### src/rtl/clapton_pkg.sv
// Shared types and constants for the clapton serial receiver.
// The optional PARITY state is only entered when CLAPTON_DESER_PARITY_EN is defined.
package clapton_pkg;

  typedef enum logic [1:0] {
    IDLE   = 2'd0,
    DATA   = 2'd1,
    PARITY = 2'd2,
    STOP   = 2'd3
  } state_t;

  localparam int   DEFAULT_DATA_W = 4;
  // Level of the idle line, which is also the level of a good stop bit.
  localparam logic IDLE_LEVEL     = 1'b1;

endpackage

### src/rtl/clapton_fifo.sv
// Small output FIFO for deserialized words: power-of-two depth and wrapping pointers.
// A push into a full FIFO is accepted when a pop happens in the same cycle.
module clapton_fifo #(
  parameter int W     = 4,
  parameter int DEPTH = 2
) (
  input  logic                     clk,
  input  logic                     reset,
  input  logic                     push,
  input  logic [W-1:0]             wdata,
  input  logic                     pop,
  output logic [W-1:0]             rdata,
  output logic                     empty,
  output logic                     full,
  output logic [$clog2(DEPTH):0]   fill
);
  localparam int AW = $clog2(DEPTH);

  logic [W-1:0]  mem [DEPTH];
  logic [AW-1:0] wptr, rptr;
  logic          push_q, pop_q;

  assign empty  = (fill == '0);
  assign full   = (fill == (AW+1)'(DEPTH));
  assign pop_q  = pop & ~empty;
  assign push_q = push & (~full | pop_q);
  assign rdata  = mem[rptr];

  // Storage and pointers. A reset clears the storage so that dout reads zero.
  always_ff @(posedge clk or negedge reset) begin
    if (!reset) begin
      for (int i = 0; i < DEPTH; i++) mem[i] <= '0;
      wptr <= '0;
      rptr <= '0;
    end else begin
      if (push_q) begin
        mem[wptr] <= wdata;
        wptr      <= wptr + 1'b1;
      end
      if (pop_q) rptr <= rptr + 1'b1;
    end
  end

  // Occupancy: +1 on push only, -1 on pop only, unchanged when both happen.
  always_ff @(posedge clk or negedge reset) begin
    if (!reset) begin
      fill <= '0;
    end else begin
      case ({push_q, pop_q})
        2'b10:   fill <= fill + 1'b1;
        2'b01:   fill <= fill - 1'b1;
        default: fill <= fill;
      endcase
    end
  end

endmodule

### src/rtl/clapton_deser.sv
// Serial receiver for the Y stream. It frames start/data/stop, rebuilds LSB-first
// words and buffers them for a valid/ready consumer.
// Optional even parity bit: define CLAPTON_DESER_PARITY_EN.
module clapton_deser
  import clapton_pkg::*;
#(
  parameter int DATA_W     = DEFAULT_DATA_W,
  parameter int FIFO_DEPTH = 2
) (
  input  logic                          clk,
  input  logic                          reset,
  input  logic                          din,
  input  logic                          din_en,
  output logic [DATA_W-1:0]             dout,
  output logic                          dout_valid,
  input  logic                          dout_ready,
  output logic                          frame_err,
  output logic                          overflow,
  output logic [$clog2(FIFO_DEPTH):0]   fill
);
  localparam int CW = (DATA_W > 1) ? $clog2(DATA_W) : 1;

  state_t            state;
  logic [CW-1:0]     cnt;
  logic [DATA_W-1:0] shreg;
  logic              empty, full, pop, push, par_ok, stop_ok;

`ifdef CLAPTON_DESER_PARITY_EN
  logic par_bit;
  // Even parity: the data bits and the parity bit must XOR to zero.
  assign par_ok = ~(^{shreg, par_bit});
`else
  assign par_ok = 1'b1;
`endif

  assign dout_valid = ~empty;
  assign pop        = dout_ready & ~empty;
  assign stop_ok    = din_en & (state == STOP) & (din == IDLE_LEVEL) & par_ok;
  // A full FIFO still takes the word when the consumer pops in the same cycle.
  assign push       = stop_ok & (~full | pop);

  // Framing FSM and shift register. Every transition is gated by din_en.
  always_ff @(posedge clk or negedge reset) begin
    if (!reset) begin
      state     <= IDLE;
      cnt       <= '0;
      shreg     <= '0;
      frame_err <= 1'b0;
      overflow  <= 1'b0;
`ifdef CLAPTON_DESER_PARITY_EN
      par_bit   <= 1'b0;
`endif
    end else begin
      frame_err <= 1'b0;
      if (din_en) begin
        case (state)
          IDLE: begin
            if (din != IDLE_LEVEL) begin
              state <= DATA;
              cnt   <= '0;
            end
          end
          DATA: begin
            shreg[cnt] <= din;
            cnt        <= cnt + 1'b1;
            if (cnt == CW'(DATA_W-1)) begin
              cnt <= '0;
`ifdef CLAPTON_DESER_PARITY_EN
              state <= PARITY;
`else
              state <= STOP;
`endif
            end
          end
`ifdef CLAPTON_DESER_PARITY_EN
          PARITY: begin
            par_bit <= din;
            state   <= STOP;
          end
`endif
          STOP: begin
            // A low stop bit is a framing error and is not taken as a new start bit.
            if (din != IDLE_LEVEL || !par_ok) frame_err <= 1'b1;
            else if (!(~full | pop))          overflow  <= 1'b1;
            state <= IDLE;
          end
          default: state <= IDLE;
        endcase
      end
    end
  end

  clapton_fifo #(.W(DATA_W), .DEPTH(FIFO_DEPTH)) u_fifo (
    .clk   (clk),
    .reset (reset),
    .push  (push),
    .wdata (shreg),
    .pop   (pop),
    .rdata (dout),
    .empty (empty),
    .full  (full),
    .fill  (fill)
  );

endmodule

### config.mk
export PLATFORM = sky130hd
export DESIGN_NAME = clapton_deser
export DESIGN_NICKNAME = d
export VERILOG_FILES = /design/src/rtl/clapton_pkg.sv /design/src/rtl/clapton_fifo.sv /design/src/rtl/clapton_deser.sv
export SDC_FILE = /design/constraint.sdc
export NUM_CORES = 1
export LEC_CHECK = 0
export BUFFER_PORTS_ARGS = -buffer_cell sky130_fd_sc_hd__buf_2
export CAP_MARGIN = 10
export CORE_AREA = 2 2 62 64
export CTS_CLUSTER_SIZE = 28
export DETAILED_ROUTE_END_ITERATION = 7
export DIE_AREA = 0 0 64 66
export GPL_TIMING_DRIVEN = 1
export PLACE_DENSITY = 0.54
export SLEW_MARGIN = 20
export SYNTH_ARGS = -nofsm -noshare
export SYNTH_HDL_FRONTEND = slang
export SYNTH_SLANG_ARGS = --single-unit
### constraint.sdc
create_clock -name clk -period 2.1 [get_ports clk]
set_input_delay 0.105 -clock clk [delete_from_list [all_inputs] [get_ports clk]]
set_output_delay 0.105 -clock clk [all_outputs]
set_load 0.05 [all_outputs]
# Yosys cells after proc, flatten, opt, wreduce, memory -nomap -nowiden
# Cells that the tools add are included.
# Widths: inputs -> output; s select.
# word_totals
in_bits	5
register_bits	22
# classes
eq_ne	8
bitwise	13
reduce_logical	10
add_sub_neg	5
n_mux	19
order_cmp	5
# op_table
operator	count
$mux 4	4
$pmux 2 s2	3
$bwmux 8	1
$eq 2x2->1 const B	4
$mux 2	4
$and 1x1->1	6
$reduce_and 3->1	2
$add 2x1->2 const B	2
$bwmux 4	1
$demux 4 s1	1
$eq 2x1->1 const B	2
$ge 2x2->1 const B	2
$logic_not 2->1	2
$mux 1	4
$ne 2x2->1 const B	2
$not 1->2	2
$reduce_and 4->1	1
$reduce_bool 2->1	2
$lt 2x3->1 const B	1
$not 1->1	3
$add 1x1->1 const B	2
$demux 1 s2	1
$ge 2x1->1 const B	1
$logic_and 1x1->1	2
other kinds (4)	5

# Depth between registers and ports, before layout
# depth
depth_word	8
depth_mapped	6

# Cells and area by module
# From an unflattened synthesis, not the netlist that was laid out.
# hier_totals
cells_unflattened	83
hier_area_um2	1067.3
# by_module_without_submodules
module	area_each_um2	seq_area_each_um2	cells_each	instances
clapton_fifo	551.8	300.3	39	1
clapton_deser	515.5	250.2	44	1

# Worst setup path after synthesis
# Ideal clock, no wire load.
# synth_timing
kind	reg-to-reg
from	reg u_fifo.fill[0]
to	reg u_fifo.fill[1]
stages_incl_launch_ff	7
t_arrival_ns	1.875
path_buffers	0
setup_ns	0.145
path_slack_ns	0.080
required_ns	1.955
cell_sequence	dfrtp_1 or2_2 and2_1 ha_1 xnor2_1 nor2_1 xor2_1
# synth_between
elab_chain_cells	8
# synth_rtl
item	line_no	rtl
start, declared	clapton_fifo.sv:15	output logic [$clog2(DEPTH):0] fill
start signal, assigned	clapton_fifo.sv:50	2'b10: fill <= fill + 1'b1;
start signal, assigned	clapton_fifo.sv:51	2'b01: fill <= fill - 1'b1;
start signal, assigned	clapton_fifo.sv:52	default: fill <= fill;
$logic_not 2->1 (*)	clapton_fifo.sv:23	assign empty = (fill == '0);
$not 1->1 (*)	--	
net dout_valid	clapton_deser.sv:15	output logic dout_valid,
$and 1x1->1	clapton_deser.sv:37	assign pop = dout_ready & ~empty;
$and 1x1->1 (*)	clapton_fifo.sv:25	assign pop_q = pop & ~empty;
net u_fifo.pop_q	clapton_fifo.sv:21	logic push_q, pop_q;
$or 1x1->1	clapton_fifo.sv:26	assign push_q = push & (~full | pop_q);
$and 1x1->1	clapton_fifo.sv:26	
$eq 2x1->1 or $eq 2x2->1 (tied branches)	clapton_fifo.sv:49	case ({push_q, pop_q})
$pmux 2 s2 or $reduce_bool 2->1 (tied branches)	--	
# The timed path passes the listed nets; every way through them passes the cells marked *.
# A chain may end at the register's enable or synchronous reset.

# Final worst setup path
# layout_timing
from	reg u_fifo.fill[0]
to	reg u_fifo.fill[1]
# layout_between
elab_chain_cells	8
# layout_rtl
item	line_no
$logic_not 2->1 (*)	clapton_fifo.sv:23
$not 1->1 (*)	clapton_fifo.sv:25, clapton_deser.sv:37
$and 1x1->1	clapton_deser.sv:37
$and 1x1->1 (*)	clapton_fifo.sv:25
net u_fifo.pop_q	clapton_fifo.sv:21
$or 1x1->1	clapton_fifo.sv:26
$and 1x1->1	clapton_fifo.sv:26
$eq 2x1->1 or $eq 2x2->1 (tied branches)	clapton_fifo.sv:49
$pmux 2 s2 or $reduce_bool 2->1 (tied branches)	--
# Marked as above.

==> results.md <==
- Status: complete, no violations
- Slew Limit Fails: 0
- Die Span Y: 66 um
- Worst path max stage delay: 0.48 ns
- Crit. End Element: register
- Min-delay worst type: primary input to register
- DRT Wirelength: 1752 um
- Share of cells above drive strength 1: 41.94%
- Slew at the pin with the worst max-slew slack: 0.4993 ns
- Final setup vio count: 0
- Fin crit period: 1.663 ns
- Initial antenna violation count: 0
- Critical path, cell by cell: or2_2 > and2_1 > ha_1 > xnor2_1 > nor2_1 > xor2_1
- Vias per cell: 4.418
- GRT overflow: 0
- Fillcell total: 362
- CTS clk-pin slew, worst paths: 0.12 ns
- Routed Antenna Nets: 0
- Post-synth top area share: 53.66%
- CP Launch Type: register
- Final core utilization: 33.58%
- Overall Power: 1.765 mW
- Yosys Warn Count: 0
- Overall Global Routing Usage: 9.307%
- Crit path max fanout: 5
- Largest net degree at the start of global routing: 23
- Crit share post-route: 79.21%
- Syn Area/Cell: 13.50 um^2
- Post-layout net count: 104
- Worst Path Buf+Inv: 0
- Htree depth: 1
- GP Congestion: 0.6660
- Die Area: 4224 um^2
- Root buf cell: clkbuf_4
- Setup Skew: 0.01009 ns
- Total core area: 3551 um^2
- PortBufs: 13
- ANT cells: 0
- Max-Cap Viols: 0
- Cell family with most CP delay: simple AND/OR/NAND/NOR gates
- Residual DRC: 0
- First-pass GRT wire length: 2918 um
- Post-CTS Resized: 0
- Clk sink count: 22
- Num CTS Buffers: 3
- Pwr per Cell Area: 1480 nW/um^2
- Final WS setup: 0.4366 ns
- Yosys reg bits: 22
- Hold Vio Cnt, Final: 0
- Initial core utilization: 28.89%
- Post-Route Setup TNS: 0 ns
- Critical Path RT: 2.31 ns
- Slowest CP cell: dfrtp_1
- Top cells by area, synth: dfrtp_1 54%, mux2_2 18%, ha_1 6.1%
- Die X-Extent: 64 um
- Leak: 0.5714 nW
- Netlist cell types: 24
- Critical path class: register to register
- Slew HR: 66.71%
- Worst-skew pair later-pin latency: 0.31 ns
- DRT iter0 DRCs: 13
- Multi-input gate area: 455.4 um^2
- Post-synthesis sequential area ratio: 53.66%
- I/O pin total: 14
- Syn Inst Count: 76
- Worst-case clock buffer depth: 2
- DR vias: 623
- Max Clk Rate: 601.2 MHz
- Post-DP HPWL: 1340 um
- Cell Rows: 22
- Syn_nets: 86
- Layout area overhead: 16.22%
- Critical Path AT: 1.87 ns
- Peak supply drop: 0.5179 mV
- Worst slack at placement: 0.4436 ns
- Register Area: 550.5 um^2
- Average wire per standard cell: 12.43 um
- Area leader, netlist: dfrtp_1
- RSZ-0062 raised after global routing: no
- CTS tree: yes
- Vias in the first global route: 620
- Router iterations before antenna repair: 4
- Mapped Area: 1026 um^2
## layout by cell type (no fill, tap or decap), types with 2 or more instances in the layout
master	netlist	final
inv_1	3	3
buf_2	1	13
nand2_1	4	4
xor2_1	2	2
ha_1	5	5
a22o_1	2	2
clkbuf_4	0	3
xnor2_1	3	3
a21oi_1	2	2
nor2_1	3	3
mux2_2	16	16
dfrtp_1	22	22
## synth_stat cells
cell,n
o211ai_1,1
xor2_1,2
buf_2,1
and2_1,1
and3b_1,1
or2_2,1
ha_1,5
dfrtp_1,22
nand3_1,1
a21oi_1,2
o21ai_0,1
nand3b_2,1
nor2_1,3
xnor2_1,3
nor3b_4,1
and4_4,1
mux2_2,16
a22o_1,2
inv_1,3
nand2_1,4
inv_2,1
nand2b_1,1
a21o_1,1
nor4_4,1
## power by group
part / internal, mW / switching [mW]
combinational: 0.314 / 0.457
sequential: 0.599 / 0.165
clock: 0.106 / 0.124
total: 1.02 / 0.746
## worst paths after layout
check                           depth (start not counted)              to  slack (ns)            from
worst min-delay path                                    2        state[0]        0.04          din_en
worst max-delay path                                    6  u_fifo.fill[1]        0.44  u_fifo.fill[0]
worst max register to register                          6  u_fifo.fill[1]        0.44  u_fifo.fill[0]
max in group asynchronous                               2       frame_err        1.48           reset
min in group asynchronous                               2   u_fifo.mem[4]        0.28           reset
worst min register to register                          1        overflow        0.47        overflow
## cell type report
class                      count  share of cell area [%]
timing repair buffer          14                   6.296
inverter                       4                   1.259
multi-input combinational     49                   38.20
tap                           48                   5.037
sequential                    22                   46.17
clock buffer                   4                   3.043
## sequential cells by signal, summed over array words and instances, names as in the netlist, 2 cells and up
signal	count
u_fifo.mem	8
u_fifo.fill	2
cnt	2
state	2
shreg	4
## kinds of logic after synthesis
logic type | after synthesis | synth area share [%]
DFF | 22 | 53.66
muxes | 16 | 17.56
and+or+nand+nor | 16 | 11.83
AOI/OAI and AO/OA | 7 | 4.635
xor gates and xnor gates | 5 | 4.269
buffers and inverters | 5 | 1.950
adders and majority gates | 5 | 6.098
## worst reg2reg max path, delay by kind of cell (launching register included)
kind	cells	cell delay, ns
AND/OR/NAND/NOR	3	0.57
flip-flops	1	0.48
XOR/XNOR	2	0.31
adder cells (fa/ha/maj)	1	0.21
## stage by stage
step,hold slack (ns),area (um^2),std cells
after global placement,0.1062,1146,136
after global routing,0.03892,1192,141
final,0.04014,1192,141
after CTS,0.02426,1192,141
after floorplan,-0.1906,1026,76
after detailed placement,0.1030,1146,136
## layer usage
| layer | global-route usage (%) | vias to the layer above | wire, um |
|---|---|---|---|
| li1 | - | 299 | - |
| met1 | 12.21 | 312 | 786 |
| met2 | 14.32 | 10 | 885 |
| met3 | 3.066 | 2 | 67 |
| met4 | 3.261 | 0 | 12 |
| met5 | 0 | - | 0 |
## timing repair
item	in CTS	in global routing
hold buffers	1	0
endpoints found under the hold margin	22	0
buffers inserted	0	0
(Power assumes the default switching activity.)
